**src/rtl/exc_int_ctrl.sv**
```systemverilog
// Parametrised exception/interrupt controller: per-source edge/level pending
// capture, maskable fixed-priority request, EPC save and RFE return handshake.
module exc_int_ctrl #(
  parameter int unsigned          NUM_SRC   = 4,
  parameter int unsigned          PC_W      = 32,
  parameter int unsigned          ID_W      = 2,
  parameter logic [NUM_SRC-1:0]   EDGE_MASK = 4'b1000,
  parameter logic [NUM_SRC-1:0]   MASK_RST  = '1
) (
  input  logic               clk,
  input  logic               reset,
  input  logic [NUM_SRC-1:0] src,
  input  logic               mask_we,
  input  logic [NUM_SRC-1:0] mask_wdata,
  input  logic [PC_W-1:0]    pc_in,
  input  logic               int_ack,
  input  logic               rfe,
  output logic               int_req,
  output logic [ID_W-1:0]    cause_id,
  output logic [PC_W-1:0]    epc,
  output logic               epc_sel,
  output logic               in_handler,
  output logic [NUM_SRC-1:0] pending
);

  typedef enum logic [1:0] {
    ST_IDLE,
    ST_REQ,
    ST_SERVICE,
    ST_RETURN
  } state_t;

  state_t             state, state_nxt;
  logic [NUM_SRC-1:0] mask;
  logic [NUM_SRC-1:0] src_q;
  logic [NUM_SRC-1:0] src_set;
  logic [NUM_SRC-1:0] src_clr;
  logic [NUM_SRC-1:0] eff;
  logic [ID_W-1:0]    winner;
  logic               any_eff;
  logic               accept;
  logic               start_req;

  assign eff       = pending & mask;
  assign any_eff   = |eff;
  assign accept    = (state == ST_REQ) && int_ack;
  assign start_req = (state == ST_IDLE) && any_eff;

  // Edge sources set on a 0->1 transition, level sources on any high cycle.
  assign src_set = (EDGE_MASK & src & ~src_q) | (~EDGE_MASK & src);

  always_comb begin
    winner = '0;
    for (int unsigned i = NUM_SRC; i > 0; i--) begin
      if (eff[i-1]) winner = ID_W'(i - 1);
    end
  end

  always_comb begin
    src_clr = '0;
    if (accept) begin
      for (int unsigned i = 0; i < NUM_SRC; i++) begin
        if (cause_id == ID_W'(i)) src_clr[i] = 1'b1;
      end
    end
  end

  // State register
  always_ff @(posedge clk) begin
    if (!reset) state <= ST_IDLE;
    else        state <= state_nxt;
  end

  // Next-state logic
  always_comb begin
    state_nxt = state;
    unique case (state)
      ST_IDLE:    if (any_eff) state_nxt = ST_REQ;
      ST_REQ:     if (int_ack) state_nxt = ST_SERVICE;
      ST_SERVICE: if (rfe)     state_nxt = ST_RETURN;
      ST_RETURN:               state_nxt = ST_IDLE;
      default:                 state_nxt = ST_IDLE;
    endcase
  end

  // Output decode
  always_comb begin
    int_req    = 1'b0;
    in_handler = 1'b0;
    epc_sel    = 1'b0;
    unique case (state)
      ST_REQ:     int_req    = 1'b1;
      ST_SERVICE: in_handler = 1'b1;
      ST_RETURN:  epc_sel    = 1'b1;
      default: ;
    endcase
  end

  // Set is ORed after the clear so a same-cycle re-trigger keeps the bit.
  always_ff @(posedge clk) begin
    if (!reset) begin
      pending <= '0;
      src_q   <= '0;
      mask    <= MASK_RST;
    end else begin
      pending <= (pending & ~src_clr) | src_set;
      src_q   <= src;
      if (mask_we) mask <= mask_wdata;
    end
  end

  always_ff @(posedge clk) begin
    if (!reset) begin
      cause_id <= '0;
      epc      <= '0;
    end else begin
      if (start_req) cause_id <= winner;
      if (accept)    epc      <= pc_in;
    end
  end

endmodule

```
**config.mk**
```make
export PLATFORM = sky130hd
export DESIGN_NAME = exc_int_ctrl
export DESIGN_NICKNAME = d
export VERILOG_FILES = /design/src/rtl/exc_int_ctrl.sv
export SDC_FILE = /design/constraint.sdc
export NUM_CORES = 1
export LEC_CHECK = 0
export ABC_AREA = 1
export BUFFER_PORTS_ARGS = -buffer_cell sky130_fd_sc_hd__buf_2
export CAP_MARGIN = 20
export CORE_MARGIN = 8
export CORE_UTILIZATION = 30
export DETAILED_ROUTE_END_ITERATION = 8
export PLACE_DENSITY = 0.52
export SETUP_SLACK_MARGIN = 0.4
export SYNTH_ARGS = -nofsm -noshare
export SYNTH_HDL_FRONTEND = slang
export SYNTH_SLANG_ARGS = --single-unit
```
**constraint.sdc**
```tcl
create_clock -name clk -period 1.7 [get_ports clk]
set_input_delay 0.085 -clock clk [delete_from_list [all_inputs] [get_ports clk]]
set_output_delay 0.085 -clock clk [all_outputs]
set_load 0.02 [all_outputs]
```
# [Word-level counts from Yosys, hierarchy flattened]
# Index checks and enable logic that the tools add are counted.
[word_totals] ff_bits=48 output_inout_bits=41
[classes] n_mux=16 n_eq_ne=9 bitwise_logic=7 n_reduce_logical=6
[ops] op="2-to-1 mux 2 bit" n=7
[ops] op="bitwise AND 4 bit" n=3
[ops] op="== test 2 bit, second input constant" n=4
[ops] op="inverter 4 bit" n=2
[ops] op="one-hot mux 2 bit (4 select lines)" n=1
[ops] op="2-to-1 mux 1 bit" n=7
[ops] op="!= test 2 bit, second input constant" n=3
[ops] op="== test 2 x 1 -> 1 bit, second input constant" n=2
[ops] op="logical NOT 2 bit" n=2
[ops] op="2-to-1 mux 4 bit" n=1
[ops] op="bitwise OR 4 x 3 -> 4 bit" n=1
[ops] op="bitwise OR 4 bit" n=1
[ops] op="OR reduction 4 bit" n=1
[ops] op="AND reduction 3 bit" n=1
[ops] op="logical AND 1 bit" n=2

# [Longest topological paths before layout]
[depth] word_depth=6 ltp_mapped=8 depth_no_buf=8

# [Least setup slack after synthesis]
# OpenSTA, ideal clock, no wires.
[synth_timing] path_type="flip-flop to flip-flop" start="reg state[1]" end="reg epc[0]" period_less_slack_ns=1.348 setup_slack_ns=0.352 arrival_ns=1.233 path_stages_with_launch=7 cell_sequence="dfxtp_1 -> inv_1 -> ha_1 -> nand2_4 -> clkbuf_2 -> o21ai_0 -> nor2_1"
[synth_between] elab_chain_len=2
[synth_lines] item="start: declaration" line_no="33" text="state_t state, state_nxt;"
[synth_lines] item="start signal: assignment" line_no="71" text="else state <= state_nxt;"
[synth_lines] item="== test 2 x 1 -> 1 bit" line_no="46" text="assign accept = (state == ST_REQ) && int_ack;"
[synth_lines] item="logical AND 1 bit" line_no="46"
[synth_lines] item="end signal: assignment" line_no="118" text="if (accept) epc <= pc_in;"
[synth_lines] item="end: declaration" line_no="20" text="output logic [PC_W-1:0] epc,"
# No other way between the ends.
# A chain may end at the register's enable or synchronous reset.

# [Worst setup path after layout]
[layout_timing] start="reg state[1]" end="reg epc[4]"
# The elaborated chain is that of the path after synthesis.

==> impl_metrics.toml <==
[layout]
finish.net_count = 362
fin_area_mm2 = 0.00241
diodes = 0
area.growth.synth_to_final_pct = 37.1
final_core_util = 0.417
final_layout_size_suffix_gt1_frac = 0.342

[detailed_routing]
avgViaCountPerCell = 4.36
wire_per_inst_um = 13.0
drt-total-wl_mm = 5.05
via_count = 1693
drc = 0
drtPass1Iterations = 6
drt_iter0_markers = 45
ant_nets = 0

[die]
start_util = 0.304
die_y_um = 92.6
fp.coreArea_mm2 = 0.00578
die_w_um = 92.6
io-pin-count = 86
rows = 28
design.die.area_mm2 = 0.00857

[cts]
numClockSinks = 45
path_clk_slew_ps = 80
clock_path_buffers = 2
cts_setup_buffers = 0
htreeDepth = 2
cts_tree = "done"
worstSkewPairLatency_ps = 290
cts-root-buf = "clkbuf_8"
cts_made_buffers = 5

[setup_path]
worstPathRequired_ps = 1890
critical_path_class = "reg -> reg"
worst_setup_path_start_kind = "register"
endpoint_kind = "register"
arrival_ps = 1410
path_max_fanout = 15

[yosys]
synthTopCellsByArea = "dfxtp_1 51%, nor2_1 15%, o21ai_0 7.7%"
synth_cells = 224
synth_common_cells = "70 x nor2_1, 45 x dfxtp_1, 27 x o21ai_0"
synth_top_area_share = 0.512
synth.avg_cell_area_um2 = 7.85
syn_nets = 274
synth-async-reset-ratio = 0
synth_top_area_cell = "dfxtp_1"
ys_types = 21
synth_flop_cell = "dfxtp_1"
ys_warn_count = 0
synth-edff-count = 0
synthesis.area_mm2 = 0.00176
seq_area_frac_synth = 0.512
ys_ff_latch = 45
yosysMostFrequentCell = "nor2_1"

[sta]
hold_ws_ps = 10.1
grt_setup_unrepaired = "yes"
slew_violations = 0
skew_ps = 1.64
worst_slew_pin_slew_ps = 368
min_period_ps = 1220
tns_ps = 0
hold_violations = 0
fmax_mhz = 820
slew_headroom = 0.754
final-setup-viol-count = 0
period_share = 0.717

[grt]
busiest_layer = "met2"
antenna_found_initial = 0
met2_usage = 0.172
met1_usage = 0.137
first_global_vias = 1640
gr-total-overflow = 0
grt_first_pass_wirelength_mm = 7.87
track_usage = 0.113
grt_use_met3 = 0.0534
grt_max_degree = 33

[placed_design]
gp_congestion = 0.742
io_buffers = 85
dp_hpwl_mm = 3.74
placed_area_mm2 = 0.00222

[outcome]
status = "finished, final reports clean"

[min_path]
hp-class = "in -> reg"

[power]
power.density_mw_per_mm2 = 1480
peakVddDrop_uv = 525
p_leak_nw = 1.21

[run]
drv_cap = 0
## flip-flops by register name, indices dropped and copies added (netlist names)
name	count
cause_id	2
mask	4
state	2
src_q	1
pending	4
epc	32
## path summary, 6_finish.rpt
| kind | from | to | slack (ps) | cells past startpoint |
|---|---|---|---|---|
| hold / removal | src[3] | src_q[3] | 10 | 3 |
| setup / recovery | state[1] | epc[4] | 480 | 6 |
| hold reg to reg | src_q[3] | pending[3] | 430 | 1 |
| setup reg to reg | state[1] | epc[4] | 480 | 6 |
## layer usage
| metal | wire (um) | vias up |
|---|---|---|
| li1 | - | 886 |
| met1 | 2340 | 745 |
| met2 | 2110 | 56 |
| met3 | 536 | 6 |
| met4 | 58 | 0 |
| met5 | 0 | - |
## where the power goes
group / switching (mW) / total [mW] / internal (mW)
combinational: 0.810 / 1.29 / 0.482
clock: 0.351 / 0.830 / 0.479
sequential: 0.151 / 1.44 / 1.29
total: 1.31 / 3.56 / 2.25
## stage by stage
step | total power, mW | std cells | worst slack (ps)
6_report | 3.56 | 388 | 481
5_1_grt | 3.83 | 388 | 392
4_1_cts | 3.55 | 387 | 408
3_5_place_dp | 2.69 | 377 | 296
3_3_place_gp | 2.68 | 377 | 355
2_1_floorplan | 2.32 | 224 | 430
## critical path: stages, from the launching register on
cell	delay, ps
dfxtp_2	350
inv_2	80
ha_4	150
nand2_4	120
clkbuf_16	200
o21ai_0	150
nor2_1	50
## layout make-up
| class | instances | area (um2) |
|---|---|---|
| Fill cell | 643 | 3370 |
| Clock inverter | 1 | 30.0 |
| Tap cell | 75 | 93.8 |
| Clock buffer | 7 | 86.3 |
| Inverter | 16 | 67.6 |
| Multi-Input combinational cell | 153 | 724 |
| Sequential cell | 45 | 903 |
| Timing Repair Buffer | 91 | 505 |
## cell families (layout without fill, tap and decap cells)
kind of cell | count (synthesis) | count (layout) | synth area share
and+or+nand+nor | 104 | 104 | 0.236
AOI/OAI and AO/OA | 44 | 44 | 0.132
adders and majority gates | 5 | 5 | 0.0356
DFF | 45 | 45 | 0.512
buffers and inverters | 26 | 115 | 0.0846
## cells in the final DEF, fill, tap and decap left out, types with 3 or more instances in the layout
| cell | Yosys | final |
|---|---|---|
| buf_2 | 3 | 85 |
| nor2_1 | 70 | 70 |
| dfxtp_1 | 45 | 43 |
| nand2_1 | 22 | 22 |
| o21ai_0 | 27 | 20 |
| o21ai_1 | 6 | 13 |
| inv_1 | 15 | 13 |
| nand3_1 | 7 | 7 |
| a21oi_1 | 6 | 6 |
| clkbuf_8 | 1 | 6 |
| o31ai_1 | 3 | 3 |
| ha_1 | 5 | 3 |
## what timing repair did
item | in CTS | in global routing
endpoints found under the setup margin | 30 | 38
gates resized for setup | 3 | 14
endpoints found under the hold margin | 2 | 0
gates cloned | 0 | 1
hold buffers | 2 | 0
No activity file was read; power rests on OpenSTA's default activity.
